**config.mk**
```make
export PLATFORM = sky130hd
export DESIGN_NAME = sram_ctrl_flat
export DESIGN_NICKNAME = d
export VERILOG_FILES = /design/src/rtl/sram_ctrl_if.sv /design/src/rtl/sram_ctrl.sv /design/src/flat_wrapper.sv
export SDC_FILE = /design/constraint.sdc
export NUM_CORES = 1
export LEC_CHECK = 0
export ABC_AREA = 1
export BUFFER_PORTS_ARGS = -buffer_cell sky130_fd_sc_hd__buf_2
export CORE_UTILIZATION = 32
export DETAILED_ROUTE_END_ITERATION = 10
export GPL_ROUTABILITY_DRIVEN = 0
export GPL_TIMING_DRIVEN = 1
export SKIP_LAST_GASP = 1
export SLEW_MARGIN = 20
export SYNTH_ARGS = -nofsm -noshare
export SYNTH_HDL_FRONTEND = slang
export SYNTH_SLANG_ARGS = --single-unit
```
**constraint.sdc**
```tcl
create_clock -name CLK -period 1.5 [get_ports CLK]
set_input_delay 0.3 -clock CLK [delete_from_list [all_inputs] [get_ports CLK]]
set_output_delay 0.3 -clock CLK [all_outputs]
set_load 0.05 [all_outputs]
```
**src/rtl/sram_ctrl_if.sv**
```systemverilog
// Host burst and SRAM pin bundle for sram_ctrl.
interface sram_ctrl_if #(
  parameter int ADR  = 8,
  parameter int Data = 8
);
  logic            ReqValid;
  logic            ReqReady;
  logic            ReqWrite;
  logic [ADR-1:0]  ReqAddr;
  logic [ADR-1:0]  ReqLen;
  logic            WrValid;
  logic            WrReady;
  logic [Data-1:0] WrData;
  logic            RdValid;
  logic [Data-1:0] RdData;
  logic            RdLast;
  logic            Busy;
  logic            MemCS;
  logic            MemWE;
  logic            MemRD;
  logic [ADR-1:0]  MemAddr;
  logic [Data-1:0] MemDataIn;
  logic [Data-1:0] MemDataOut;

  modport slave (
    input  ReqValid, ReqWrite, ReqAddr, ReqLen, WrValid, WrData, MemDataOut,
    output ReqReady, WrReady, RdValid, RdData, RdLast, Busy,
           MemCS, MemWE, MemRD, MemAddr, MemDataIn
  );

  modport master (
    output ReqValid, ReqWrite, ReqAddr, ReqLen, WrValid, WrData, MemDataOut,
    input  ReqReady, WrReady, RdValid, RdData, RdLast, Busy,
           MemCS, MemWE, MemRD, MemAddr, MemDataIn
  );
endinterface

```
**src/rtl/sram_ctrl.sv**
```systemverilog
// Burst controller for a synchronous single-port SRAM.
//
// state | meaning
// IDLE  | waiting for a host request, ReqReady high
// WRITE | one SRAM write per cycle with WrValid high
// READ  | one SRAM read strobe every cycle
// DRAIN | one quiet cycle while the last read beat is returned
module sram_ctrl #(
  parameter int ADR  = 8,
  parameter int Data = 8
) (
  input logic        CLK,
  input logic        RST,
  sram_ctrl_if.slave bus
);

  typedef enum logic [1:0] {IDLE, WRITE, READ, DRAIN} state_t;

  state_t          state_q, state_d;
  logic [ADR-1:0]  addr_q;
  logic [ADR-1:0]  beat_q;
  logic            wr_beat, rd_beat;
  logic            rd_pend_q, rd_last_pend_q;
  logic            rd_valid_q, rd_last_q;
  logic [Data-1:0] rd_data_q;

  // State register.
  always_ff @(posedge CLK or posedge RST) begin
    if (RST) state_q <= IDLE;
    else     state_q <= state_d;
  end

  // Next state and SRAM strobes from the current state.
  always_comb begin
    state_d = state_q;
    wr_beat = 1'b0;
    rd_beat = 1'b0;
    case (state_q)
      IDLE: begin
        if (bus.ReqValid) state_d = bus.ReqWrite ? WRITE : READ;
      end
      WRITE: begin
        wr_beat = bus.WrValid;
        if (bus.WrValid && (beat_q == '0)) state_d = IDLE;
      end
      READ: begin
        rd_beat = 1'b1;
        if (beat_q == '0) state_d = DRAIN;
      end
      DRAIN: state_d = IDLE;
      default: state_d = IDLE;
    endcase
  end

  // Address and beat counters: loaded on accept, stepped on every issued beat.
  always_ff @(posedge CLK or posedge RST) begin
    if (RST) begin
      addr_q <= '0;
      beat_q <= '0;
    end else if ((state_q == IDLE) && bus.ReqValid) begin
      addr_q <= bus.ReqAddr;
      beat_q <= bus.ReqLen;
    end else if (wr_beat || rd_beat) begin
      addr_q <= addr_q + 1'b1;
      beat_q <= beat_q - 1'b1;
    end
  end

  // Read return pipe: the SRAM registers data on the strobe edge, we register it one edge later.
  always_ff @(posedge CLK or posedge RST) begin
    if (RST) begin
      rd_pend_q      <= 1'b0;
      rd_last_pend_q <= 1'b0;
      rd_valid_q     <= 1'b0;
      rd_last_q      <= 1'b0;
      rd_data_q      <= '0;
    end else begin
      rd_pend_q      <= rd_beat;
      rd_last_pend_q <= rd_beat && (beat_q == '0);
      rd_valid_q     <= rd_pend_q;
      rd_last_q      <= rd_last_pend_q;
      rd_data_q      <= rd_pend_q ? bus.MemDataOut : '0;
    end
  end

  // ReqReady is gated by RST so it drops the moment reset asserts.
  assign bus.ReqReady  = (state_q == IDLE) && !RST;
  assign bus.WrReady   = (state_q == WRITE);
  assign bus.Busy      = (state_q != IDLE);
  assign bus.MemCS     = wr_beat || rd_beat;
  assign bus.MemWE     = wr_beat;
  assign bus.MemRD     = rd_beat;
  assign bus.MemAddr   = addr_q;
  assign bus.MemDataIn = wr_beat ? bus.WrData : '0;
  assign bus.RdValid   = rd_valid_q;
  assign bus.RdLast    = rd_last_q;
  assign bus.RdData    = rd_data_q;

endmodule

```
**src/flat_wrapper.sv**
```systemverilog
// flat-port wrapper written by rule: the top's interface ports become plain ports
module sram_ctrl_flat 
#(
  parameter int ADR  = 8,
  parameter int Data = 8
)
  (CLK, RST, bus_ReqValid, bus_ReqWrite, bus_ReqAddr, bus_ReqLen, bus_WrValid, bus_WrData, bus_MemDataOut, bus_ReqReady, bus_WrReady, bus_RdValid, bus_RdData, bus_RdLast, bus_Busy, bus_MemCS, bus_MemWE, bus_MemRD, bus_MemAddr, bus_MemDataIn);
  sram_ctrl_if #(.ADR(ADR), .Data(Data)) bus_i ();
  input logic CLK;
  input logic RST;
  input wire logic [$bits(bus_i.ReqValid)-1:0] bus_ReqValid;
  input wire logic [$bits(bus_i.ReqWrite)-1:0] bus_ReqWrite;
  input wire logic [$bits(bus_i.ReqAddr)-1:0] bus_ReqAddr;
  input wire logic [$bits(bus_i.ReqLen)-1:0] bus_ReqLen;
  input wire logic [$bits(bus_i.WrValid)-1:0] bus_WrValid;
  input wire logic [$bits(bus_i.WrData)-1:0] bus_WrData;
  input wire logic [$bits(bus_i.MemDataOut)-1:0] bus_MemDataOut;
  output wire logic [$bits(bus_i.ReqReady)-1:0] bus_ReqReady;
  output wire logic [$bits(bus_i.WrReady)-1:0] bus_WrReady;
  output wire logic [$bits(bus_i.RdValid)-1:0] bus_RdValid;
  output wire logic [$bits(bus_i.RdData)-1:0] bus_RdData;
  output wire logic [$bits(bus_i.RdLast)-1:0] bus_RdLast;
  output wire logic [$bits(bus_i.Busy)-1:0] bus_Busy;
  output wire logic [$bits(bus_i.MemCS)-1:0] bus_MemCS;
  output wire logic [$bits(bus_i.MemWE)-1:0] bus_MemWE;
  output wire logic [$bits(bus_i.MemRD)-1:0] bus_MemRD;
  output wire logic [$bits(bus_i.MemAddr)-1:0] bus_MemAddr;
  output wire logic [$bits(bus_i.MemDataIn)-1:0] bus_MemDataIn;
  assign bus_i.ReqValid = bus_ReqValid;
  assign bus_i.ReqWrite = bus_ReqWrite;
  assign bus_i.ReqAddr = bus_ReqAddr;
  assign bus_i.ReqLen = bus_ReqLen;
  assign bus_i.WrValid = bus_WrValid;
  assign bus_i.WrData = bus_WrData;
  assign bus_i.MemDataOut = bus_MemDataOut;
  assign bus_ReqReady = bus_i.ReqReady;
  assign bus_WrReady = bus_i.WrReady;
  assign bus_RdValid = bus_i.RdValid;
  assign bus_RdData = bus_i.RdData;
  assign bus_RdLast = bus_i.RdLast;
  assign bus_Busy = bus_i.Busy;
  assign bus_MemCS = bus_i.MemCS;
  assign bus_MemWE = bus_i.MemWE;
  assign bus_MemRD = bus_i.MemRD;
  assign bus_MemAddr = bus_i.MemAddr;
  assign bus_MemDataIn = bus_i.MemDataIn;
  sram_ctrl #(.ADR(ADR), .Data(Data)) u_core (.CLK(CLK), .RST(RST), .bus(bus_i));
endmodule
```
* Word level (Yosys, flattened, before mapping)
Cells that the tools add are included.
** Word-level totals
- Bits in registers :: 30
- Bits of input ports :: 37
- Word-level logic and storage cells :: 40
- Output and inout port bits :: 32
** Operators by class
- $add $sub $neg :: 2
- Reductions and logical operators :: 11
- Multiplexer cells :: 13
- Equality and inequality tests :: 6
** Operators with widths (count)
- 8-bit 2-to-1 mux :: 6
- 8-bit by 1-bit adder with 8-bit output, second input constant :: 1
- 8-bit logical NOT :: 1
- 2-bit 2-to-1 mux :: 4
- 2-bit one-hot mux with 4 select lines :: 1
- 8-bit by 1-bit subtractor with 8-bit output, second input constant :: 1
- 2-bit == test, second input constant :: 2
- 1-bit logical AND :: 4
- 2-bit by 1-bit != test with 1-bit output, second input constant :: 2
- 2-bit nonzero test :: 2
- 3-bit AND reduction :: 1
- 2-bit by 1-bit == test with 1-bit output, second input constant :: 1
- 2-bit logical NOT :: 1
- 1-bit 2-to-1 mux :: 2
- 2-bit != test, second input constant :: 1
- 1-bit logical NOT :: 1
- 1-bit logical OR :: 1

* Depth between registers and ports, before layout
- Word-level depth :: 5
- Gate-level depth with buffers :: 9
- Mapped depth without buffers :: 9

* Worst setup path before layout
OpenSTA, ideal clock, no wires.
- Path type :: register to output
- Start :: register u_core.state_q[1]
- End :: output bus_ReqReady
- Cell stages (with the launch flop) :: 4
- Required time :: 1.200 ns
- Arrival time :: 1.421 ns
- Path buffers :: 0
- Path slack :: -0.221 ns
- Cell sequence :: dfrtp_1 inv_2 nand2_2 nor2_1
** On the way
- Cells in the longest elaborated chain, start to end :: 2
** RTL lines
- start: declaration :: line sram_ctrl.sv:19 : state_t state_q, state_d;
- start signal: assignment :: line sram_ctrl.sv:30 : else state_q <= state_d;
- 2-bit logical NOT :: line sram_ctrl.sv:87 : assign bus.ReqReady = (state_q == IDLE) && !RST;
- 1-bit logical AND :: line sram_ctrl.sv:87
- end: declaration :: line flat_wrapper.sv:18 : output wire logic [$bits(bus_i.ReqReady)-1:0] bus_ReqReady;
No other way between the ends.

* Final worst setup path
- Start :: register u_core.state_q[1]
- End :: output bus_MemDataIn[7]
** On the way
- Cells in the longest elaborated chain, start to end :: 3
** RTL lines
- 2-bit by 1-bit == test with 1-bit output :: line sram_ctrl.sv:38 : case (state_q)
- 1-bit 2-to-1 mux :: line sram_ctrl.sv:38
- 8-bit 2-to-1 mux :: line sram_ctrl.sv:94 : assign bus.MemDataIn = wr_beat ? bus.WrData : '0;
- end: declaration :: line flat_wrapper.sv:28 : output wire logic [$bits(bus_i.MemDataIn)-1:0] bus_MemDataIn;
No other way between the ends.

==> impl_metrics.py <==
metrics = {
    "global_route": {
        "grt.overflow.total": 0,
        "grt_pass1_wl_microns": 7514,
        "grt.total_usage_pct": 16.26,
        "grt_max_degree": 17,
        "antenna_found_initial": 0,
        "grt_pass1_vias": 1715,
    },
    "floorplanning": {
        "num_rows": 26,
        "core_area_sq_um": 5205,
        "die_width_microns": 76.33,
        "start_util_pct": 33.97,
        "die_area_sq_um": 5826,
        "die_y_microns": 76.33,
        "top_level_ports": 69,
    },
    "timing": {
        "setup_viol": 12,
        "fin_crit_ns": 1.554,
        "rsz0062_at_grt": "true",
        "max_slew.worst_pin.slew_ns": 0.2684,
        "layout_setup_ws_ns": -0.05353,
        "max_slew_margin_pct": 82.04,
        "fin_skew_ns": 0.005304,
        "timing.fmax_mhz": 643.7,
        "drv_slew": 0,
        "setup-tns-final_ns": -0.3463,
        "final-hold-violation-count": 0,
        "fin_crit_sh_pct": 103.6,
    },
    "synth": {
        "netlist_area_sq_um": 1768,
        "synth_cell_types": 29,
        "synthAdderAreaFrac_pct": 2.123,
        "synthMuxAreaShare_pct": 0,
        "yosysTopAreaCell": "dfrtp_1",
        "synth_warnings": 0,
        "synthCells": 235,
        "ys_seq_area_share_pct": 42.46,
        "synth.top_cell.area_share_pct": 42.46,
        "synthXorXnorAreaFrac_pct": 0,
        "avgSynthCellArea_sq_um": 7.523,
        "synth_area_leaders": "dfrtp_1, nand2_1, inv_1",
        "synthSimpleGateAreaFrac_pct": 34.25,
        "synth_top_family_by_area": "simple AND/OR/NAND/NOR gates",
        "synthesis.nets": 275,
        "ys_ff_latch": 30,
        "synth_compound_area_share_pct": 8.139,
    },
    "finish": {
        "final_common_cell": "nand2_1",
        "fin_area_sq_um": 2552,
        "drive_above_1_share_pct": 40.80,
        "multi_input_area_sq_um": 839.6,
        "n_antenna_cell": 0,
        "utilization_pct": 49.04,
        "areaGrowthSynthToFinish_pct": 44.37,
        "nFillCells": 529,
        "finalNetCount": 365,
        "layout_common_cells": "nand2_1, buf_2, inv_1",
        "seqCellArea_sq_um": 754.5,
    },
    "setup_path": {
        "cpPeakStageDelay_ns": 0.42,
        "cpMaxStageDelayCell": "dfrtp_1",
        "critPathMaxFanout": 6,
        "worstPathRequired_ns": 1.20,
        "path_class": "register to primary output",
        "critPathCaptureType": "primary output",
        "cp_cell_sequence": "inv_4 -> nand3_4 -> nor2_1 -> buf_4",
        "cp-start-kind": "register",
        "cp.arrival_ns": 1.25,
    },
    "cts": {
        "root_buffer": "clkbuf_8",
        "clkTransAtPathRegs_ns": 0.07,
        "cts_buffers": 5,
        "clk_latency_ns": 0.29,
        "clockBufferDepth": 2,
        "cts.sinks": 30,
        "cts_max_level": 2,
        "cts_tree": "done",
        "hold_buffers": 0,
    },
    "power": {
        "ir_drop_v": 0.0009384,
        "leakagePower_nw": 1.451,
        "cellPowerDensity_nw_per_um2": 2375,
    },
    "placed_design": {
        "place_area_sq_um": 2248,
        "place_hpwl_microns": 3210,
        "dp_slack_ns": 0.06607,
        "io_buffers": 68,
    },
    "run": {
        "drv_cap": 0,
    },
    "status": {
        "status": "finished with violations",
        "violations": "negative setup slack",
    },
    "route": {
        "routed_wl_microns": 4386,
        "first_pass_iters": 4,
        "routedWlPerCell_microns": 11.08,
        "viasPerCell": 4.467,
        "drt_iter0_drc": 41,
        "drtAntennaViolNets": 0,
        "drc": 0,
        "vias": 1769,
    },
    "worst_hold_path": {
        "worstHoldPathType": "primary input to asynchronous set/reset pin",
    },
}
[cells in the mapped netlist (all sizes together)]
cell type	count
a31oi	2
dfrtp	30
nand2	69
clkbuf	1
nor2	28
ha	3
nand4	5
nand3	23
buf	6
inv	44
o211ai	1
or2	3
a21oi	4
o21ai	15
nand3b	1
[report_power, final]
part / switching (mW) / internal, mW
sequential: 0.310 / 1.15
combinational: 2.46 / 1.31
clock: 0.332 / 0.494
total: 3.11 / 2.95
[through the flow]
step	power, mW	instances	hold WS (ns)
after detailed placement	4.898	381	0.3347
final	6.061	396	0.04155
after global placement	4.853	381	0.3323
after global routing	6.536	396	0.06866
after CTS	6.032	394	0.04758
after floorplan	4.092	235	0.3312
[kinds of logic (layout without fill, tap and decap cells)]
family,Yosys count,in the layout
AND/OR/NAND/NOR,129,130
buffers and inverters,51,141
flip-flops,30,30
AO/OA/AOI/OAI,22,22
adder cells (fa/ha/maj),3,3
[final timing paths]
check | depth (start not counted) | from | slack [ns] | endpoint
min | 3 | RST | 0.04 | u_core.bus.RdData[7]$_DFF_PP0_
min reg2reg | 0 | u_core.rd_last_pend_q$_DFF_PP0_ | 0.35 | u_core.bus.RdLast$_DFF_PP0_
max in group asynchronous | 3 | RST | 1.22 | u_core.bus.MemAddr[1]$_DFFE_PP0P_
max | 4 | u_core.state_q[1]$_DFFE_PP0P_ | -0.05 | bus_MemDataIn[7]
min in group CLK | 3 | bus_MemDataOut[7] | 0.19 | u_core.bus.RdData[7]$_DFF_PP0_
max reg2reg | 7 | u_core.state_q[1]$_DFFE_PP0P_ | 0.08 | u_core.bus.MemAddr[0]$_DFFE_PP0P_
[worst max-delay path: cells and delay by family, from the launching register on]
| kind | cells | cell delay (ns) |
|---|---|---|
| buffers and inverters | 2 | 0.31 |
| DFF | 1 | 0.42 |
| and+or+nand+nor | 2 | 0.24 |
[cell type report]
cell class                 instances  area share, %
sequential                        30          29.56
multi-input combinational        155          32.89
timing repair buffer              89          22.99
inverter                          44          6.667
tap                               70          3.431
clock buffer                       5          2.696
clock inverter                     3          1.765
[layer usage]
layer	GRT usage, %	vias up	wire (microns)
met1	19.67	803	1932
li1	-	904	-
met2	27.03	56	2093
met5	0	-	0
met4	6.346	0	68
met3	4.790	6	292
[timing repair]
item / CTS / global route
resized for setup: 34 / 11
setup buffers: 4 / 2
pin swaps: 1 / 1
endpoints found under the setup margin: 13 / 23
gates cloned: 1 / 0
[state kept, by name, indices dropped and copies added, names as in the netlist]
name	flops
u_core.beat_q	8
u_core.rd_pend_q	1
u_core.bus.RdLast	1
u_core.bus.RdValid	1
u_core.bus.MemAddr	8
u_core.state_q	2
u_core.bus.RdData	8
u_core.rd_last_pend_q	1
(Power assumes the default switching activity.)
